==> config.mk <==
export PLATFORM = sky130hd
export DESIGN_NAME = stack_ctrl
export DESIGN_NICKNAME = d
export VERILOG_FILES = /design/src/rtl/stack_pkg.sv /design/src/rtl/stack_bounds_check.sv /design/src/rtl/stack_ctrl.sv
export SDC_FILE = /design/constraint.sdc
export NUM_CORES = 1
export LEC_CHECK = 0
export BUFFER_PORTS_ARGS = -buffer_cell sky130_fd_sc_hd__buf_2
export CORE_ASPECT_RATIO = 0.7
export CORE_MARGIN = 5
export CORE_UTILIZATION = 55
export CTS_BUF_LIST = sky130_fd_sc_hd__clkbuf_8
export CTS_CLUSTER_SIZE = 30
export DETAILED_ROUTE_END_ITERATION = 16
export GPL_TIMING_DRIVEN = 0
export PLACE_DENSITY = 0.8
export SLEW_MARGIN = 10
export SYNTH_ARGS = -nofsm -noshare
export SYNTH_HDL_FRONTEND = slang
export SYNTH_SLANG_ARGS = --single-unit
==> constraint.sdc <==
create_clock -name clk -period 9.8 [get_ports clk]
set_input_delay 0 -clock clk [delete_from_list [all_inputs] [get_ports clk]]
set_output_delay 0 -clock clk [all_outputs]
set_load 0.02 [all_outputs]
==> src/rtl/stack_pkg.sv <==
`default_nettype none
`timescale 1ns/1ps
// ============================================================================
// Module      : stack_pkg
// Description : Shared encodings for the stack-pointer controller: request
//               opcodes, FSM state constants and a word-count helper.
// Revision    : 1.0 - initial release
// ============================================================================
package stack_pkg;

  // Request opcodes carried on op[1:0]
  localparam logic [1:0] OP_NOP  = 2'b00;
  localparam logic [1:0] OP_PUSH = 2'b01;
  localparam logic [1:0] OP_POP  = 2'b10;
  localparam logic [1:0] OP_LOAD = 2'b11;

  // Controller FSM state encoding
  localparam int         STATE_W   = 1;
  localparam logic [0:0] ST_IDLE   = 1'b0;
  localparam logic [0:0] ST_SECOND = 1'b1;

  // Number of stack words a PUSH/POP moves, from the op_words flag
  function automatic logic [1:0] op_count(input logic words);
    return words ? 2'd2 : 2'd1;
  endfunction

endpackage : stack_pkg
`default_nettype wire

==> src/rtl/stack_bounds_check.sv <==
`default_nettype none
`timescale 1ns/1ps
// ============================================================================
// Module      : stack_bounds_check
// Description : Combinational legality check for one stack request. Computes
//               whether the request fits the stack window, which error flag a
//               rejection raises, and the stack pointer after the request.
// Revision    : 1.0 - initial release
// ============================================================================
module stack_bounds_check
  import stack_pkg::*;
#(
  parameter int ADDR_W    = 32,
  parameter int STACK_TOP = 2047,
  parameter int DEPTH     = 2048
) (
  input  logic [ADDR_W-1:0] sp,
  input  logic [1:0]        op,
  input  logic              op_words,
  input  logic [ADDR_W-1:0] load_value,
  output logic              legal,
  output logic              set_ovf,
  output logic              set_unf,
  output logic [ADDR_W-1:0] next_sp
);

  // Window bounds at address width. The limit may wrap below zero (default
  // configuration gives limit = all-ones); the modular arithmetic below keeps
  // used/free counts correct in that case as long as sp stays in the window.
  localparam logic [ADDR_W-1:0] c_top   = ADDR_W'(STACK_TOP);
  localparam logic [ADDR_W-1:0] c_limit = ADDR_W'(STACK_TOP - DEPTH);
  localparam logic [ADDR_W-1:0] c_depth = ADDR_W'(DEPTH);

  logic [ADDR_W-1:0] w_used;
  logic [ADDR_W-1:0] w_free;
  logic [ADDR_W-1:0] w_n;
  logic [ADDR_W-1:0] w_load_off;

  assign w_used     = c_top - sp;
  assign w_free     = sp - c_limit;
  assign w_n        = ADDR_W'(op_count(op_words));
  // Distance of the requested SP above the limit; in range iff <= DEPTH.
  assign w_load_off = load_value - c_limit;

  // Decide legality and the resulting stack pointer for the presented request
  always_comb begin
    legal   = 1'b1;
    set_ovf = 1'b0;
    set_unf = 1'b0;
    next_sp = sp;
    case (op)
      OP_PUSH: begin
        if (w_free >= w_n) begin
          next_sp = sp - w_n;
        end else begin
          legal   = 1'b0;
          set_ovf = 1'b1;
        end
      end
      OP_POP: begin
        if (w_used >= w_n) begin
          next_sp = sp + w_n;
        end else begin
          legal   = 1'b0;
          set_unf = 1'b1;
        end
      end
      OP_LOAD: begin
        if (w_load_off <= c_depth) begin
          next_sp = load_value;
        end else begin
          legal = 1'b0;
          // Above the top means an underflowed stack, otherwise below limit
          if (load_value > c_top) begin
            set_unf = 1'b1;
          end else begin
            set_ovf = 1'b1;
          end
        end
      end
      default: begin
        // NOP: always legal, pointer unchanged
      end
    endcase
  end

endmodule : stack_bounds_check
`default_nettype wire

==> src/rtl/stack_ctrl.sv <==
`default_nettype none
`timescale 1ns/1ps
// ============================================================================
// Module      : stack_ctrl
// Description : Stack-pointer controller for the memory stage. Accepts
//               PUSH/POP/LOAD requests of one or two words, sequences the
//               memory beats, tracks SP against a configurable window and
//               reports rejected requests via sticky flags and an exc pulse.
// Revision    : 1.0 - initial release
// ============================================================================
module stack_ctrl
  import stack_pkg::*;
#(
  parameter int ADDR_W    = 32,
  parameter int STACK_TOP = 2047,
  parameter int DEPTH     = 2048
) (
  input  logic              clk,
  input  logic              reset,
  input  logic              op_valid,
  input  logic [1:0]        op,
  input  logic              op_words,
  input  logic [ADDR_W-1:0] load_value,
  input  logic              stall,
  input  logic              clr_flags,
  output logic              ready,
  output logic              mem_en,
  output logic              mem_we,
  output logic [ADDR_W-1:0] mem_addr,
  output logic              word_idx,
  output logic [ADDR_W-1:0] sp,
  output logic              empty,
  output logic              full,
  output logic              overflow,
  output logic              underflow,
  output logic              exc
);

  localparam logic [ADDR_W-1:0] c_top   = ADDR_W'(STACK_TOP);
  localparam logic [ADDR_W-1:0] c_limit = ADDR_W'(STACK_TOP - DEPTH);
  localparam logic [ADDR_W-1:0] c_one   = ADDR_W'(1);
  localparam logic [ADDR_W-1:0] c_two   = ADDR_W'(2);

  logic [STATE_W-1:0] r_state;
  logic [ADDR_W-1:0]  r_sp;
  logic               r_mem_en;
  logic               r_mem_we;
  logic [ADDR_W-1:0]  r_mem_addr;
  logic               r_word_idx;
  logic [ADDR_W-1:0]  r_beat1_addr;
  logic               r_ovf;
  logic               r_unf;
  logic               r_exc;

  logic               w_accept;
  logic               w_legal;
  logic               w_set_ovf;
  logic               w_set_unf;
  logic [ADDR_W-1:0]  w_next_sp;
  logic               w_is_push;
  logic               w_is_pop;
  logic               w_rej_ovf;
  logic               w_rej_unf;

  stack_bounds_check #(
    .ADDR_W    (ADDR_W),
    .STACK_TOP (STACK_TOP),
    .DEPTH     (DEPTH)
  ) u_bounds (
    .sp         (r_sp),
    .op         (op),
    .op_words   (op_words),
    .load_value (load_value),
    .legal      (w_legal),
    .set_ovf    (w_set_ovf),
    .set_unf    (w_set_unf),
    .next_sp    (w_next_sp)
  );

  // A second beat in flight blocks new requests; stall blocks acceptance.
  assign ready     = (r_state == ST_IDLE);
  assign w_accept  = op_valid & ready & ~stall;
  assign w_is_push = (op == OP_PUSH);
  assign w_is_pop  = (op == OP_POP);
  // Flags are raised only by a rejected request; bounds check flags only
  // assert when the request is illegal.
  assign w_rej_ovf = w_accept & w_set_ovf;
  assign w_rej_unf = w_accept & w_set_unf;

  // FSM, stack pointer, beat sequencing and error flags
  always_ff @(posedge clk) begin
    if (!reset) begin
      r_state      <= ST_IDLE;
      r_sp         <= c_top;
      r_mem_en     <= 1'b0;
      r_mem_we     <= 1'b0;
      r_mem_addr   <= '0;
      r_word_idx   <= 1'b0;
      r_beat1_addr <= '0;
      r_ovf        <= 1'b0;
      r_unf        <= 1'b0;
      r_exc        <= 1'b0;
    end else if (!stall) begin
      r_mem_en <= 1'b0;
      r_exc    <= 1'b0;
      // A new error in the same cycle as clr_flags keeps the flag set
      r_ovf    <= w_rej_ovf | (r_ovf & ~clr_flags);
      r_unf    <= w_rej_unf | (r_unf & ~clr_flags);
      case (r_state)
        ST_IDLE: begin
          if (w_accept) begin
            if (!w_legal) begin
              r_exc <= 1'b1;
            end else begin
              r_sp <= w_next_sp;
              if (w_is_push || w_is_pop) begin
                r_mem_en <= 1'b1;
                r_mem_we <= w_is_push;
                // Push writes word 0 at sp then word 1 below it; pop reads
                // back in mirror order starting from the top-of-stack word.
                if (w_is_push) begin
                  r_mem_addr   <= r_sp;
                  r_word_idx   <= 1'b0;
                  r_beat1_addr <= r_sp - c_one;
                end else begin
                  r_mem_addr   <= r_sp + c_one;
                  r_word_idx   <= op_words;
                  r_beat1_addr <= r_sp + c_two;
                end
                if (op_words) begin
                  r_state <= ST_SECOND;
                end
              end
            end
          end
        end
        ST_SECOND: begin
          // Second beat: push carries word 1, pop carries word 0
          r_mem_en   <= 1'b1;
          r_mem_addr <= r_beat1_addr;
          r_word_idx <= r_mem_we;
          r_state    <= ST_IDLE;
        end
        default: begin
          r_state <= ST_IDLE;
        end
      endcase
    end
  end

  assign mem_en    = r_mem_en;
  assign mem_we    = r_mem_we;
  assign mem_addr  = r_mem_addr;
  assign word_idx  = r_word_idx;
  assign sp        = r_sp;
  assign empty     = (r_sp == c_top);
  assign full      = (r_sp == c_limit);
  assign overflow  = r_ovf;
  assign underflow = r_unf;
  assign exc       = r_exc;

endmodule : stack_ctrl
`default_nettype wire

==> summary.md <==
| Metric | Value |
|---|---|
| Setup repair after global routing missed its margin | false |
| Most used flip-flop cell after synthesis | sky130_fd_sc_hd__dfxtp_1 |
| Sequential area share after synthesis | 22.2% |
| Total negative slack | 0 ns |
| Area fraction of the dominant cell type after synthesis | 22.2% |
| Launching element type of the critical path | flop |
| Relative area change from synthesis to final layout | 13.3% |
| Number of CTS-inserted buffers | 9 |
| Required arrival time at the worst endpoint | 10.08 ns |
| Post-Route WL | 35900 um |
| Violated checks | max-capacitance violations |
| Wirelength per Cell | 22.0 um |
| Number of antenna-violating nets in the routed design | 0 |
| Buffer count from post-CTS setup fixing | 0 |
| Yosys reg bits | 103 |
| Maxcap violations | 1 |
| Starting density of the core | 56.6% |
| Total via count in the routed design | 10800 |
| Die Footprint | 19700 um2 |
| Clock tree from TritonCTS | done |
| Final critical-path required period | 5.48 ns |
| Total gr overflow | 0 |
| Horizontal extent of the die | 165 um |
| First DRT Iteration DRCs | 1521 |
| Top cells by area, synth | sky130_fd_sc_hd__dfxtp_1 22%, sky130_fd_sc_hd__a21oi_1 6.4%, sky130_fd_sc_hd__ha_1 6.2% |
| Period Utilization, post-route | 55.9% |
| Dpl cells | 1595 |
| Comb pwr share | 38.6% |
| Clock Path Buffers | 2 |
| Most used cells in the layout excluding fill and tap cells | 135 x sky130_fd_sc_hd__nor2_1, 122 x sky130_fd_sc_hd__buf_2, 119 x sky130_fd_sc_hd__a21oi_1 |
| Drc violations | 0 |
| Top achievable clock speed | 182 MHz |
| Synthesized instance count | 1261 |
| Number of top-level design ports | 113 |
| Root Driver | sky130_fd_sc_hd__clkbuf_8 |
| Number of port buffers | 109 |
| Internal | 0.705 mW |
| Final standard cell count with taps included and fillers excluded | 1631 |
| First-pass detailed-route iteration total | 5 |
| Portion of total power attributed to the clock network | 24.3% |
| Kind of end point of the critical path | flop |
| Source of the worst register-to-register timing path | sp[1] |
| Share of synthesized flip-flops with an asynchronous set or reset | 0% |
| Die Ht | 119 um |
| Final number of max-transition violations | 0 |
| Source of the critical timing path | sp[1] |
| CTS hold repair buffers | 20 |
| H-tree depth reported by CTS | 3 |
| Max Clock Skew | 0.0312 ns |
| Average footprint of a synthesized cell | 7.38 um2 |
| Leakage power total | 4.56 nW |
| Most common cell after layout, fill and taps aside | sky130_fd_sc_hd__nor2_1 |
| Distinct cell type count of the synthesized netlist | 75 |
| Arrival @ worst endpoint | 5.76 ns |
| Mean number of vias per cell | 6.59 |
| Insertion delay to the later sink of the worst-skew pair | 0.41 ns |
| Final setup vio count | 0 |
| Crit path kind | reg -> reg |
| Antenna fix cells | 0 |
| Share of total power consumed by net switching | 41.7% |
| Layout net count | 1488 |
| Wire length of the first global-routing pass | 55400 um |
| Post-synth EDFFs | 0 |
| Detailed-placement wirelength estimate | 27800 um |
| Num rows | 39 |
| Pin count of the biggest net entering global routing | 31 |
| Number of sinks handled by clock tree synthesis | 103 |
| Switching power | 0.504 mW |
| Number of stages on the worst hold path | 4 |
| Ratio of cells with drive above 1 in the final layout | 12.3% |
| Total nets after synthesis | 1348 |
| Worst min path class | in -> reg |
| Yosys top cell by area | sky130_fd_sc_hd__dfxtp_1 |
| Routability congestion estimate | 1.05 |
| Source of the worst hold timing path | op_words |
| Status | finished with violations |
| VDD IR-drop max | 0.0665 mV |
| Tightest Pin Transition | 1.46 ns |
| Flop pwr share | 37.0% |
| Core Box Area | 16400 um2 |
| Pwr dens | 115 nW/um2 |
| Max Fanout on Critical Path | 10 |
| Global Route Usage Sum | 35.6% |
| Clock transition at the registers of the reported paths | 0.14 ns |
| Via count of the first global-routing pass | 9868 |
| Combined area of all synthesized cells | 9310 um2 |
| Worst reg2reg path depth | 13 |
| Synth warn | 0 |
| Max transition margin | 1.73% |
| Number of instances resized during post-cts repair | 0 |
| Number of antenna violations at the first check in global routing | 0 |
| Hold Violations, Final | 0 |
| Final core occ | 64.2% |
[cell usage after synthesis, drive strengths merged, types with 5 or more instances]
| master | number |
|---|---|
| a211o | 5 |
| or4 | 6 |
| ha | 46 |
| and3 | 41 |
| or3 | 18 |
| nor2 | 136 |
| nor3 | 38 |
| inv | 25 |
| o31ai | 6 |
| a21o | 13 |
| xnor2 | 59 |
| dfxtp | 103 |
| o21bai | 6 |
| nand3 | 61 |
| o22ai | 6 |
| a31oi | 12 |
| and2 | 7 |
| mux2i | 35 |
| nand2b | 8 |
| a22oi | 5 |
| xor2 | 41 |
| a2111oi | 14 |
| o2111ai | 8 |
| nor4 | 25 |
| nand4 | 38 |
| a211oi | 13 |
| o211ai | 7 |
| o21ai | 55 |
| nand2 | 86 |
| a21oi | 119 |
| and4 | 9 |
| buf | 33 |
| o21a | 42 |
| a311oi | 12 |
| clkbuf | 69 |
[kinds of logic (layout without fill, tap and decap cells)]
| group | Yosys count | after routing | synth area share [%] |
|---|---|---|---|
| AOI/OAI and AO/OA | 353 | 353 | 24.8 |
| xor gates and xnor gates | 100 | 100 | 9.41 |
| adders and majority gates | 47 | 47 | 6.40 |
| buffers and inverters | 128 | 273 | 6.05 |
| DFF | 103 | 103 | 22.2 |
| muxes | 35 | 35 | 3.76 |
| and+or+nand+nor | 495 | 495 | 27.4 |
[state kept, by name, indices dropped and copies added, names as in the netlist]
signal and count:
overflow 1, mem_en 1, r_beat1_addr 32, underflow 1, r_state 1, sp 32, mem_addr 32, mem_we 1
word_idx 1, exc 1
[per-layer routing]
layer	wire, um	share of wire (%)	vias to the layer above	GRT usage, %
li1	-	-	4930	-
met1	16300	45	5109	55.5
met2	14000	39	658	48.3
met3	4980	14	54	10.5
met4	539	1.5	0	6.70
met5	0	0	-	0
[final timing paths]
kind / end / slack (ns)
worst max register to register: mem_addr[30] / 4.32
worst max-delay path: mem_addr[30] / 4.32
worst min register to register: r_beat1_addr[1] / 0.46
worst min-delay path: word_idx / 0.02
[power groups by stage]
stage / Sequential, mW / Combinational [mW] / Clock [mW]
2_1_floorplan: 0.464 / 0.306 / 0
3_5_place_dp: 0.456 / 0.440 / 0
4_1_cts: 0.447 / 0.449 / 0.292
6_report: 0.448 / 0.467 / 0.294
5_1_grt: 0.449 / 0.506 / 0.309
3_3_place_gp: 0.456 / 0.437 / 0
[layout make-up]
| class | instances | area (um2) |
|---|---|---|
| Tap cell | 225 | 282 |
| Clock inverter | 7 | 91.3 |
| Multi-Input combinational cell | 1030 | 6680 |
| Clock buffer | 9 | 124 |
| Fill cell | 1577 | 5890 |
| Inverter | 26 | 97.6 |
| Buffer | 102 | 465 |
| Sequential cell | 103 | 2060 |
| Timing Repair Buffer | 129 | 746 |
[critical path: stages (launching register included)]
cell and delay, ns:
sky130_fd_sc_hd__dfxtp_1 0.58, sky130_fd_sc_hd__ha_1 0.36, sky130_fd_sc_hd__nand4_1 0.40, sky130_fd_sc_hd__nor4_1 1.17, sky130_fd_sc_hd__nand3_1 0.21, sky130_fd_sc_hd__nor2_1 0.15, sky130_fd_sc_hd__a21oi_1 0.05, sky130_fd_sc_hd__nor4_1 1.10
sky130_fd_sc_hd__a21oi_1 0.27, sky130_fd_sc_hd__o2111ai_2 0.38, sky130_fd_sc_hd__buf_6 0.21, sky130_fd_sc_hd__buf_6 0.17, sky130_fd_sc_hd__a21oi_1 0.08, sky130_fd_sc_hd__o21a_1 0.21
[stage by stage]
| step | setup slack [ns] | hold slack (ns) | total power [mW] | cell area (um2) |
|---|---|---|---|---|
| 3_5_place_dp | 4.89 | 0.293 | 0.896 | 10100 |
| 3_3_place_gp | 4.95 | 0.293 | 0.892 | 10100 |
| 2_1_floorplan | 6.22 | 0.149 | 0.770 | 9310 |
| 4_1_cts | 4.84 | 0.00159 | 1.19 | 10600 |
| 6_report | 4.32 | 0.0201 | 1.21 | 10600 |
| 5_1_grt | 4.33 | 0.0352 | 1.26 | 10600 |
No activity file was read; power rests on OpenSTA's default activity.
